`config.mk`:
```
export PLATFORM = sky130hd
export DESIGN_NAME = hazard_ctrl_gen
export DESIGN_NICKNAME = d
export VERILOG_FILES = /design/src/rtl/hazard_ctrl_gen.sv
export SDC_FILE = /design/constraint.sdc
export NUM_CORES = 1
export LEC_CHECK = 0
export BUFFER_PORTS_ARGS = -buffer_cell sky130_fd_sc_hd__buf_2
export CAP_MARGIN = 5
export CORE_UTILIZATION = 35
export CTS_CLUSTER_DIAMETER = 30
export DETAILED_ROUTE_END_ITERATION = 7
export PLACE_DENSITY = 0.66
export SETUP_SLACK_MARGIN = 0.15
export SYNTH_ARGS = -nofsm -noshare
export SYNTH_HDL_FRONTEND = slang
export SYNTH_SLANG_ARGS = --single-unit
```
`constraint.sdc`:
```
create_clock -name clk -period 6 [get_ports clk]
set_clock_uncertainty 0.2 [all_clocks]
set_input_delay 0.6 -clock clk [delete_from_list [all_inputs] [get_ports clk]]
set_output_delay 0.6 -clock clk [all_outputs]
set_load 0.02 [all_outputs]
```
`src/rtl/hazard_ctrl_gen.sv`:
```
// Hazard controller for the 5-stage pipeline: operand forwarding, load-use and MDU scoreboard stalls,
// data-memory freeze, MEM-stage branch flushes, PC select and saturating stall/flush counters.
module hazard_ctrl_gen #(
    parameter int REG_AW    = 5,
    parameter int LU_STALL  = 1,
    parameter int WB_FWD_EN = 1,
    parameter int CNT_W     = 16
) (
    input  logic              clk,
    input  logic              rst,
    input  logic [REG_AW-1:0] id_rs1_addr_i,
    input  logic              id_use_rs1_i,
    input  logic [REG_AW-1:0] id_rs2_addr_i,
    input  logic              id_use_rs2_i,
    input  logic [REG_AW-1:0] id_rd_addr_i,
    input  logic              id_reg_write_i,
    input  logic              id_is_mdu_i,
    input  logic [REG_AW-1:0] ex_rd_addr_i,
    input  logic              ex_reg_write_i,
    input  logic              ex_mem_read_i,
    input  logic              ex_is_nop_i,
    input  logic [REG_AW-1:0] mem_rd_addr_i,
    input  logic              mem_reg_write_i,
    input  logic              mem_is_nop_i,
    input  logic [REG_AW-1:0] wb_rd_addr_i,
    input  logic              wb_reg_write_i,
    input  logic              mdu_issue_i,
    input  logic [REG_AW-1:0] mdu_issue_rd_i,
    input  logic              mdu_done_i,
    input  logic [REG_AW-1:0] mdu_done_rd_i,
    input  logic              mdu_busy_i,
    input  logic              dmem_stall_i,
    input  logic              branch_req_mem_i,
    input  logic [1:0]        pc_sel_mem_i,
    output logic              pc_stall_o,
    output logic              if_id_stall_o,
    output logic              id_ex_stall_o,
    output logic              ex_mem_stall_o,
    output logic              if_id_flush_o,
    output logic              id_ex_flush_o,
    output logic              ex_mem_flush_o,
    output logic              mem_wb_flush_o,
    output logic [1:0]        forward_a_o,
    output logic [1:0]        forward_b_o,
    output logic [1:0]        pc_sel_o,
    output logic [CNT_W-1:0]  stall_cnt_o,
    output logic [CNT_W-1:0]  flush_cnt_o
);

    localparam logic [1:0] PC_SEL_PC_PLUS_4 = 2'b00;
    localparam int NREG  = 2 ** REG_AW;
    localparam int LU_CW = (LU_STALL > 1) ? $clog2(LU_STALL) : 1;
    localparam logic [LU_CW-1:0] LU_INIT = LU_CW'(LU_STALL - 1);

    typedef enum logic {
        IDLE,
        LU_WAIT
    } lu_state_t;

    lu_state_t         state;
    logic [LU_CW-1:0]  lu_cnt;
    logic [NREG-1:0]   sb;
    logic              ex_fwd_ok;
    logic              mem_fwd_ok;
    logic              wb_fwd_ok;
    logic              lu_hit;
    logic              lu_active;
    logic              sb_hit;
    logic              any_flush;

    // Youngest producer wins; x0 is never forwarded.
    function automatic logic [1:0] fwd_sel(
        input logic              reads,
        input logic [REG_AW-1:0] addr,
        input logic [REG_AW-1:0] ex_rd,
        input logic              ex_ok,
        input logic [REG_AW-1:0] mem_rd,
        input logic              mem_ok,
        input logic [REG_AW-1:0] wb_rd,
        input logic              wb_ok
    );
        logic [1:0] sel;
        sel = 2'b00;
        if (reads && addr != '0) begin
            if (ex_ok && ex_rd == addr)
                sel = 2'b01;
            else if (mem_ok && mem_rd == addr)
                sel = 2'b10;
            else if (wb_ok && wb_rd == addr)
                sel = 2'b11;
        end
        return sel;
    endfunction

    assign ex_fwd_ok  = ex_reg_write_i & ~ex_is_nop_i;
    assign mem_fwd_ok = mem_reg_write_i & ~mem_is_nop_i;
    assign wb_fwd_ok  = (WB_FWD_EN != 0) & wb_reg_write_i;

    assign lu_hit = ex_mem_read_i & ex_fwd_ok & (ex_rd_addr_i != '0) &
                    ((id_use_rs1_i & (id_rs1_addr_i == ex_rd_addr_i)) |
                     (id_use_rs2_i & (id_rs2_addr_i == ex_rd_addr_i)));
    assign lu_active = lu_hit | (state == LU_WAIT);

    assign sb_hit = (id_use_rs1_i & sb[id_rs1_addr_i]) |
                    (id_use_rs2_i & sb[id_rs2_addr_i]) |
                    (id_reg_write_i & sb[id_rd_addr_i]) |
                    (id_is_mdu_i & mdu_busy_i);

    // Control priority: memory freeze, then branch flush, then hazard bubbles.
    always_comb begin
        pc_stall_o     = 1'b0;
        if_id_stall_o  = 1'b0;
        id_ex_stall_o  = 1'b0;
        ex_mem_stall_o = 1'b0;
        if_id_flush_o  = 1'b0;
        id_ex_flush_o  = 1'b0;
        ex_mem_flush_o = 1'b0;
        mem_wb_flush_o = 1'b0;
        forward_a_o    = 2'b00;
        forward_b_o    = 2'b00;
        pc_sel_o       = PC_SEL_PC_PLUS_4;
        if (!rst) begin
            forward_a_o = fwd_sel(id_use_rs1_i, id_rs1_addr_i, ex_rd_addr_i, ex_fwd_ok,
                                  mem_rd_addr_i, mem_fwd_ok, wb_rd_addr_i, wb_fwd_ok);
            forward_b_o = fwd_sel(id_use_rs2_i, id_rs2_addr_i, ex_rd_addr_i, ex_fwd_ok,
                                  mem_rd_addr_i, mem_fwd_ok, wb_rd_addr_i, wb_fwd_ok);
            if (dmem_stall_i) begin
                pc_stall_o     = 1'b1;
                if_id_stall_o  = 1'b1;
                id_ex_stall_o  = 1'b1;
                ex_mem_stall_o = 1'b1;
                mem_wb_flush_o = 1'b1;
            end else if (branch_req_mem_i) begin
                if_id_flush_o  = 1'b1;
                id_ex_flush_o  = 1'b1;
                ex_mem_flush_o = 1'b1;
                pc_sel_o       = pc_sel_mem_i;
            end else if (sb_hit || lu_active) begin
                pc_stall_o    = 1'b1;
                if_id_stall_o = 1'b1;
                id_ex_flush_o = 1'b1;
            end
        end
    end

    // Load-use wait: the first bubble comes from detection in IDLE, the rest are counted here.
    always_ff @(posedge clk or posedge rst) begin
        if (rst) begin
            state  <= IDLE;
            lu_cnt <= '0;
        end else if (!dmem_stall_i) begin
            if (branch_req_mem_i) begin
                state  <= IDLE;
                lu_cnt <= '0;
            end else begin
                case (state)
                    IDLE: begin
                        if (lu_hit && LU_STALL > 1) begin
                            state  <= LU_WAIT;
                            lu_cnt <= LU_INIT;
                        end
                    end
                    LU_WAIT: begin
                        if (lu_cnt == LU_CW'(1)) begin
                            state  <= IDLE;
                            lu_cnt <= '0;
                        end else begin
                            lu_cnt <= lu_cnt - LU_CW'(1);
                        end
                    end
                    default: begin
                        state  <= IDLE;
                        lu_cnt <= '0;
                    end
                endcase
            end
        end
    end

    // Issue beats completion when both name the same register in one cycle.
    always_ff @(posedge clk or posedge rst) begin
        if (rst) begin
            sb <= '0;
        end else begin
            for (int i = 0; i < NREG; i++) begin
                if (mdu_issue_i && mdu_issue_rd_i != '0 && mdu_issue_rd_i == REG_AW'(i))
                    sb[i] <= 1'b1;
                else if (mdu_done_i && mdu_done_rd_i == REG_AW'(i))
                    sb[i] <= 1'b0;
            end
        end
    end

    assign any_flush = if_id_flush_o | id_ex_flush_o | ex_mem_flush_o;

    always_ff @(posedge clk or posedge rst) begin
        if (rst) begin
            stall_cnt_o <= '0;
            flush_cnt_o <= '0;
        end else begin
            if (pc_stall_o && stall_cnt_o != '1)
                stall_cnt_o <= stall_cnt_o + CNT_W'(1);
            if (any_flush && flush_cnt_o != '1)
                flush_cnt_o <= flush_cnt_o + CNT_W'(1);
        end
    end

endmodule

```
* Word level (Yosys, flattened, before mapping) *
Cells that the tools add are included.
W data, S select, Z words.

storage, ports and cells
  register bits = 66
  bits in latches = 0
  RAM bits = 0
  ROM bits = 0
  input port bits = 59
  output and inout bits = 46
  logic and storage cells = 352
  memories kept = 0

operators by class
  $add $sub $neg = 3
  multiply operators = 0
  div/mod/pow operators = 0
  $lt $le $gt $ge = 3
  eq/ne operators = 72
  shift-type cells = 0
  mux-type cells = 101
  bitwise operators = 21
  reduce and logical (&&, ||, !) cells = 116

operator list
  cell                     count
  $eq A5 B5 Y1 const B     32
  $mux W1                  85
  $eq A5 B4 Y1 const B     16
  $logic_and A1 B1 Y1      75
  $reduce_bool A2 Y1       33
  $eq A5 B3 Y1 const B     8
  $eq A5 B5 Y1             8
  $add A16 B1 Y16 const B  2
  $ne A16 B16 Y1 const B   2
  $mux W2                  13
  $eq A5 B2 Y1 const B     4
  $reduce_bool A5 Y1       4
  $lt A5 B6 Y1 const B     3
  $bmux W1 S5              3
  $and A1 B1 Y1            11
  $eq A5 B1 Y1 const B     2
  $logic_not A5 Y1         2
  $or A1 B1 Y1             7
  $not A1 Y1               3
  $reduce_and A2 Y1        1
  $logic_or A1 B1 Y1       1
  $sub A1 B1 Y1 const B    1

* Longest topological paths before layout *
Gate-level depths: netlist of run 1.

  depth in word-level cells = 14
  gate-level depth with buffers = 9
  depth with buffers taken out = 7

* Worst setup path before layout of run 1 *
OpenSTA, ideal clock, no wires.

  kind = input port to output port
  start point = input rst
  end point = output forward_a_o[1]
  arrival = 2.917 ns
  slack = 2.283 ns
  stages on the path = 3
  buffers on the path = 0
  path through = inv_1 > o211ai_1 > nor3b_1

between the ends
  longest elaborated chain between the ends = 1

RTL lines
  element          line  source
  start, declared  10    input logic rst,
  $mux W2          122   if (!rst) begin
  end, declared    43    output logic [1:0] forward_a_o,

Every way passes these cells.

* Worst setup path after layout of run 1 *
  start point = input id_rs1_addr_i[1]
  end point = output id_ex_flush_o

between the ends
  longest elaborated chain between the ends = 11

RTL lines
  element                        line  source
  start, declared                11    input logic [REG_AW-1:0] id_rs1_addr_i,
  $bmux W1 S5                    104   assign sb_hit = (id_use_rs1_i & sb[id_rs1_addr_i]) |
  $mux W1 (not written as such)  104
  $and A1 B1 Y1                  104
  $or A1 B1 Y1                   104
  $or A1 B1 Y1                   105   (id_use_rs2_i & sb[id_rs2_addr_i]) |
  $or A1 B1 Y1                   106   (id_reg_write_i & sb[id_rd_addr_i]) |
  $logic_or A1 B1 Y1 (*)         138   end else if (sb_hit || lu_active) begin
  $mux W1 (*)                    138
  $mux W1 (*)                    133   end else if (branch_req_mem_i) begin
  $mux W1 (*)                    127   if (dmem_stall_i) begin
  $mux W1 (*)                    122
  end, declared                  40    output logic id_ex_flush_o,

Mark *: on every way between the ends. The rest lies on a longest branch, timed or not. The select of a mux whose other input is x is not followed.

==> results of run 1 <==
layout by cell type (no fill, tap or decap), types with 2 or more instances in the layout:
master,instances
buf_2,104
dfrtp_1,66
o21ai_0,65
xor2_1,30
xnor2_1,29
nand2_1,22
nand3_1,19
mux4_2,18
nor2_1,17
and3_1,16
nand4_1,16
mux2i_1,9
clkbuf_16,9
nor2b_1,7
nand2b_1,7
mux4_1,6
nor3_1,6
inv_1,5
nand3b_1,5
mux2_2,5
nor3b_1,5
or2_2,5
a21oi_1,4
nor4_1,4
and2_1,3
and4_1,3
o21a_1,2
a221oi_1,2
o211ai_1,2
and4b_1,2
ha_1,2
clkinvlp_4,2
clkinv_2,2
sequential cells by signal, summed over array words and instances, names as in the netlist:
register,count
flush_cnt_o,16
stall_cnt_o,16
state,1
sb,32
lu_cnt,1
layer usage:
layer / part of all wire / routed length (um)
met5: 0 / 0
met4: 0.012 / 136
met3: 0.053 / 625
met2: 0.49 / 5680
met1: 0.45 / 5260
final cells by class:
| cell class | instances | area share |
|---|---|---|
| Clock inverter | 5 | 0.0104 |
| Sequential cell | 66 | 0.313 |
| Multi-Input combinational cell | 327 | 0.487 |
| Clock buffer | 10 | 0.0453 |
| Timing Repair Buffer | 105 | 0.100 |
| Inverter | 6 | 0.00427 |
| Tap cell | 168 | 0.0399 |
stage by stage:
stage	hold slack [ns]	power [mW]	utilization	setup slack (ns)	instance area [um^2]
after floorplan	0.285	0.903	-	2.28	4410
after global placement	0.276	1.02	0.409	2.13	4980
after detailed placement	0.281	1.05	0.409	2.05	4980
after CTS	0.206	1.57	0.434	2.05	5270
after global routing	0.251	1.64	0.434	1.88	5270
final	0.188	1.56	0.434	2.08	5270
final timing paths:
check / depth (start not counted) / endpoint
worst max-delay path: 7 / id_ex_flush_o
worst min-delay path: 2 / stall_cnt_o[13]
worst max register to register: 7 / flush_cnt_o[1]
worst min register to register: 1 / stall_cnt_o[4]
max in group asynchronous: 3 / sb[7]
min in group clk: 1 / stall_cnt_o[4]
kinds of logic (layout without fill, tap and decap cells):
family / Yosys count / in the layout
muxes: 39 / 39
adders and majority gates: 2 / 2
DFF: 66 / 66
buffers and inverters: 30 / 126
xor gates and xnor gates: 59 / 59
AOI/OAI and AO/OA: 85 / 85
and+or+nand+nor: 142 / 142
where the power goes:
group          total (mW)  switching, mW  internal (mW)
Sequential          0.629         0.0989          0.530
Combinational       0.411          0.213          0.198
Clock               0.516          0.187          0.329
Total                1.56          0.499           1.06
worst max-delay path: cells and delay by family:
kind	cells	cell delay, ns
multiplexers	2	1.08
buffers and inverters	2	0.45
AO/OA/AOI/OAI	1	0.27
AND/OR/NAND/NOR	2	0.71
==> qor.csv, run 1 <==
metric,value,unit
n_fill_cell,1179,
portBuffers,104,
first_iter_violations,240,
worstSetupEndpointType,output pin,
post_cts_buffers,0,
finalCritPeriodShare,0.654,
crit_path_start_kind,input port,
cp-startpoint,id_rs1_addr_i[1],
synth_simple_gate_area_frac,0.181,
rsz0062_at_grt,false,
synth.top_cell.area_share,0.374,
avgSynthCellArea,10.4,um^2
async_flop_share,1.00,
viasPerCell,5.51,
multi_input_area,0.00257,mm^2
final_cells,687,
gp_congestion,0.901,
worstMarginPinSlew,0.766,ns
synth_area_leaders,"dfrtp_1 37%, mux4_2 9.2%, o21ai_0 7.4%",
use_met1,0.251,
area_growth,19.5,%
drv_cap,0,
max_freq,255,MHz
slew-limit-headroom,0.489,
crit_chain,buf_2 -> mux4_1 -> mux4_2 -> o211ai_2 -> nand4_2 -> and2_2 -> buf_2,
fp-row-count,40,
clock_latency,0.33,ns
wl_per_cell,17.0,um
drive_above_1_share,0.303,
power.leakage,2.37,nW
met3_usage,0.0360,
io-pin-count,105,
worstPathMaxFanout,16,
finalHoldViolations,0,
cpMostUsedCell,buf_2,
timing.final.crit_period,3.92,ns
first_global_vias,3717,
gr-total-overflow,0,
ant_nets,0,
synthMuxAreaShare,0.163,
placed_cells,672,
first_pass_iters,5,
wl,11.7,mm
fin_setup_tns,0,ns
synth_nets,484,
grt_pass1_wl,19.0,mm
synth_flop_cell,dfrtp_1,
hpwl,8.94,mm
cpMaxStageDelayCell,mux4_1,
antenna_found_initial,0,
grt.total_usage,0.189,
run_status,completed,
synth_commonest_cells,"66 x dfrtp_1, 65 x o21ai_0, 30 x xor2_1",
cts_tree,done,
fin_nets,576,
num_vias,3782,
synth_cell_types,49,
cts-htree-levels,3,
busiest_layer,met2,
synth_area_leader_cell,dfrtp_1,
synth_top_family_by_area,simple AND/OR/NAND/NOR gates,
die_w,114,um
cts_resized,0,
syn_inst,423,
critPathArrivalTime,3.12,ns
cts_hold_repair.buffers,0,
maxSlewViolCount,0,
timing.rr.start,sb[31],
dieArea,0.0131,mm^2
synth-xor-area-share,0.117,
cts_sinks,66,
regArea,0.00165,mm^2
synth_compound_area_frac,0.115,
powerDensity,295,mW/mm^2
synth-edff-count,0,
gr-usage-met2,0.313,
worst_ep_required_time,5.20,ns
path_class,in2out,
clockBufferDepth,2,
ys_seq_area_frac,0.374,
synth_fa_ha_area_frac,0.00567,
hold_class,in2async,
cts_root_buf,clkbuf_16,
setup_violations,0,
synth-seq-cells,66,
max_stage_delay,0.60,ns
diodes,0,
worst_ir_drop_vdd,0.000128,V
yosysMostFrequentCell,dfrtp_1,
core,0.0122,mm^2
drc_errors,0,
grt_max_degree,42,
clk_pin_slew,0.06,ns
yosysWarnings,0,
syn-cell-area,0.00441,mm^2
rrSetupSlack,3.02,ns
die_h,114,um
cts_buffers,9,
start_util,0.363,
Power figures use the tool's default switching activity.
==> inputs of run 2 (changes only) <==
- PLACE_DENSITY: 0.66 -> 0.68
- clock period: 6 -> 3.6 ns (I/O delays scaled with it)
==> qor.csv, run 2 (synthesis gave the netlist of run 1 again) <==
metric,value,unit,change
area_growth,21.0,%,
first_pass_iters,4,,-1
ant_nets,0,,unchanged
post_cts_buffers,0,,unchanged
setup_violations,0,,unchanged
cts_root_buf,clkbuf_16,,
hold_class,in2reg,,
die_h,114,um,unchanged
first_iter_violations,284,,+18%
fin_ws,0.409,ns,-1.67 ns
slew-limit-headroom,0.596,,+0.106
final_cell_mix,"104 x buf_2, 66 x dfrtp_1, 65 x o21ai_0, 30 x xor2_1, 29 x xnor2_1",,
powerDensity,504,mW/mm^2,+71%
fin_setup_tns,0,ns,unchanged
first_global_vias,3832,,+3.1%
dieArea,0.0131,mm^2,unchanged
dpl_worst_slack,0.445,ns,-1.60 ns
core,0.0122,mm^2,unchanged
path_class,reg2out,,
clk_pin_slew,0.05,ns,about the same
timing.final.crit_period,3.19,ns,
cts-htree-levels,3,,unchanged
grt_max_degree,49,,+17%
worst_ep_required_time,3.04,ns,-2.16 ns
clock_latency,0.33,ns,about the same
cts_buffers,9,,unchanged
biggestRegsByFlops,"sb: 32 flops, flush_cnt_o: 16 flops, stall_cnt_o: 16 flops",,
viasPerCell,5.55,,+0.79%
clockBufferDepth,2,,unchanged
cts_sinks,66,,unchanged
fp-row-count,40,,unchanged
drc_errors,0,,unchanged
power.leakage,2.40,nW,+1.6%
final_common_cell,buf_2,,
cts_tree,done,,
max_freq,313,MHz,
hpwl,9.14,mm,+2.3%
largest_register_ffs,32,,unchanged
num_vias,3845,,+1.7%
wl_per_cell,17.3,um,+1.5%
start_util,0.363,,unchanged
worstMarginPinSlew,0.606,ns,-0.159 ns
critPathArrivalTime,2.63,ns,-0.49 ns
wl,12.0,mm,+2.4%
n_fill_cell,1185,,+0.51%
drive_above_1_share,0.307,,+0.00416
crit_path_start_kind,flip-flop,,
cts_resized,0,,unchanged
drv_cap,0,,unchanged
die_w,114,um,unchanged
grt_pass1_wl,19.7,mm,+3.7%
diodes,0,,unchanged
grt.total_usage,0.194,,+0.00476
worstPathMaxFanout,4,,-12
regMostFlops,sb,,
run_status,completed,,
worst_ir_drop_vdd,0.000207,V,+61%
antenna_found_initial,0,,unchanged
finalHoldViolations,0,,unchanged
rsz0062_at_grt,false,,
io-pin-count,105,,unchanged
finalCritPeriodShare,0.886,,
gp_congestion,0.845,,-6.2%
fin_nets,581,,+0.87%
portBuffers,104,,unchanged
gr-total-overflow,0,,unchanged
maxSlewViolCount,0,,unchanged
worstSetupEndpointType,output pin,,
==> run 2: cell count changes in the layout (fill, tap and decap cells not counted) <==
cell           previous run  this run
buf_4                     1         5
bufinv_16                 1         2
clkbuf_1                  0         1
clkinvlp_4                2         1
dlygate4sd3_1             0         1
==> run 2: timing repair <==
item,4_1_cts,5_1_grt
hold endpoints to repair,18,0
setup endpoints to repair,0,0
hold buffers,1,0
==> run 2: path summary, 6_finish.rpt <==
kind / from / to / slack (ns) / depth (start not counted)
max: sb[28] / id_ex_flush_o / 0.41 / 6
min: branch_req_mem_i / lu_cnt / 0.1 / 2
max reg2reg: sb[28] / flush_cnt_o[1] / 0.66 / 7
min reg2reg: flush_cnt_o[3] / flush_cnt_o[3] / 0.29 / 1
max in group asynchronous: rst / sb[12] / 1.76 / 4
min in group asynchronous: rst / flush_cnt_o[9] / 0.45 / 3
==> run 2: final cells by class <==
| class | instances | area (um^2) | area share |
|---|---|---|---|
| Sequential cell | 66 | 1650 | 0.309 |
| Multi-Input combinational cell | 327 | 2570 | 0.481 |
| Clock buffer | 11 | 243 | 0.0455 |
| Inverter | 6 | 22.5 | 0.00422 |
| Tap cell | 168 | 210 | 0.0394 |
| Clock inverter | 5 | 77.6 | 0.0145 |
| Timing Repair Buffer | 110 | 568 | 0.106 |
==> run 2: worst max-delay path, cell delays in order (launching register included) <==
cell and delay [ns]:
dfrtp_1 0.45, mux4_1 0.54, mux4_2 0.48, o211ai_2 0.29, nand4_2 0.18, and2_2 0.20
buf_2 0.15
==> run 2: layer usage <==
layer  vias to the layer above  wire length (um)  global-route usage
met1                      1887              5210               0.258
met2                       176              5750               0.316
met5                         -                 0                   0
li1                       1761                 -                   -
met3                        21               815              0.0307
met4                         0               212              0.0788
==> run 2: stage by stage <==
stage	power, mW	util	instance area, um^2	hold WS [ns]	std cells
2_1_floorplan	1.51	-	4410	0.269	423
3_3_place_gp	1.72	0.412	5010	0.249	676
3_5_place_dp	1.77	0.412	5010	0.261	676
4_1_cts	2.71	0.439	5340	0.0966	693
5_1_grt	2.83	0.439	5340	0.164	693
6_report	2.69	0.439	5340	0.0996	693
==> run 2: power by group <==
part / internal [mW] / leakage [nW] / switching, mW
logic: 0.334 / 1.40 / 0.361
registers: 0.883 / 0.850 / 0.180
clock network: 0.622 / 0.156 / 0.313
==> inputs of run 3 (changes only) <==
- HOLD_SLACK_MARGIN: default -> 0.15
==> qor.csv, run 3 (synthesis gave the netlist of run 1 again) <==
metric,value,unit,change
portBuffers,104,,unchanged
crit_path_start_kind,flip-flop,,
drive_above_1_share,0.306,,-0.000583
dpl_worst_slack,0.445,ns,unchanged
diodes,0,,unchanged
rsz0062_at_grt,false,,
fin_ws,0.420,ns,+0.0109 ns
cpMaxStageDelayCell,mux4_1,,
max_stage_delay,0.53,ns,about the same
drv_cap,0,,unchanged
final_cells,694,,+0.14%
die_h,114,um,unchanged
placed_cells,676,,unchanged
worst_ep_required_time,3.04,ns,about the same
clockBufferDepth,2,,unchanged
setup_violations,0,,unchanged
worstPathMaxFanout,4,,unchanged
worstMarginPinSlew,0.603,ns,-0.00344 ns
grt.total_usage,0.194,,about the same
regMostFlops,sb,,
area_growth,21.3,%,
die_w,114,um,unchanged
start_util,0.363,,unchanged
biggestRegsByFlops,"sb: 32 flops, flush_cnt_o: 16 flops, stall_cnt_o: 16 flops",,
finalHoldViolations,0,,unchanged
timing.final.crit_period,3.18,ns,-0.0109 ns
dieArea,0.0131,mm^2,unchanged
fin_setup_tns,0,ns,unchanged
antenna_found_initial,0,,unchanged
cts_buffers,9,,unchanged
hpwl,9.14,mm,unchanged
gp_congestion,0.845,,unchanged
wl,12.0,mm,+0.16%
fin_nets,582,,+0.17%
powerDensity,503,mW/mm^2,-0.23%
wl_per_cell,17.3,um,about the same
p_total,2.69,mW,about the same
min-delay-start,dmem_stall_i,,
timing.rr.start,sb[28],,
worstSetupEndpointType,output pin,,
cts_sinks,66,,unchanged
drc_errors,0,,unchanged
post_cts_buffers,0,,unchanged
cp-startpoint,sb[28],,
clk_pin_slew,0.05,ns,about the same
grt_max_degree,49,,unchanged
critPathArrivalTime,2.62,ns,about the same
viasPerCell,5.53,,-0.27%
finalCritPeriodShare,0.883,,-0.00304
maxSlewViolCount,0,,unchanged
slew-limit-headroom,0.598,,+0.00229
max_freq,314,MHz,+0.34%
gr-total-overflow,0,,unchanged
n_fill_cell,1183,,-0.17%
run_status,completed,,
cts_root_buf,clkbuf_16,,
final_common_cell,buf_2,,
power.leakage,2.41,nW,+0.17%
first_pass_iters,5,,+1
cts_resized,0,,unchanged
num_vias,3840,,-0.13%
grt_pass1_wl,19.7,mm,about the same
clock_latency,0.33,ns,about the same
ant_nets,0,,unchanged
fp-row-count,40,,unchanged
io-pin-count,105,,unchanged
cts_hold_repair.buffers,2,,+1
hold_class,in2reg,,
utilization,0.440,,+0.000823
first_global_vias,3842,,+0.26%
path_class,reg2out,,
first_iter_violations,325,,+14%
core,0.0122,mm^2,unchanged
crit_chain,mux4_1 -> mux4_2 -> o211ai_2 -> nand3_1 -> a21oi_1 -> nor2_1 -> buf_2,,
final_cell_mix,"104 x buf_2, 66 x dfrtp_1, 65 x o21ai_0, 30 x xor2_1, 29 x xnor2_1",,
worst_ir_drop_vdd,0.000205,V,-0.82%
cts-htree-levels,3,,unchanged
cts_tree,done,,
largest_register_ffs,32,,unchanged
[run 3: cell types whose count changed in the layout (fill, tap and decap cells not counted)]
cell / previous run / this run
dlygate4sd3_1: 1 / 2
[run 3: final cells by class]
class	instances	area (um^2)	area share
repair buffers	111	578	0.108
clock inverters	5	77.6	0.0145
multi-input cells	327	2570	0.480
well taps	168	210	0.0393
inverters	6	22.5	0.00421
clock buffers	11	243	0.0454
flip-flops and latches	66	1650	0.309
[run 3: metrics by stage]
step	hold WS [ns]	area (um^2)
after floorplan	0.269	4410
after global placement	0.249	5010
after detailed placement	0.261	5010
after CTS	0.179	5350
after global routing	0.206	5350
final	0.186	5350
[run 3: per-layer routing]
layer / routed length (um) / global-route usage / vias to the layer above
met5: 0 / 0 / -
met3: 776 / 0.0307 / 16
met4: 145 / 0.0788 / 0
met1: 5210 / 0.257 / 1887
li1: - / - / 1761
met2: 5870 / 0.317 / 176
[run 3: path summary, 6_finish.rpt]
check / to / slack (ns) / cells after the start
worst max-delay path: pc_stall_o / 0.42 / 7
min in group asynchronous: flush_cnt_o[9] / 0.44 / 3
worst max register to register: flush_cnt_o[1] / 0.67 / 7
max in group asynchronous: sb[12] / 1.77 / 4
worst min register to register: flush_cnt_o[3] / 0.29 / 1
worst min-delay path: lu_cnt / 0.19 / 3
[run 3: critical path: cells and delay by family, from the launching register on]
kind	cells	cell delay [ns]
simple gates	2	0.19
compound gates	2	0.48
flops	1	0.44
mux	2	1.01
buf+inv	1	0.16
[run 3: power by group]
part / internal [mW] / leakage (nW) / total, mW / switching, mW
registers: 0.883 / 0.850 / 1.06 / 0.178
logic: 0.334 / 1.40 / 0.695 / 0.361
clock network: 0.622 / 0.156 / 0.935 / 0.313
total: 1.84 / 2.41 / 2.69 / 0.852
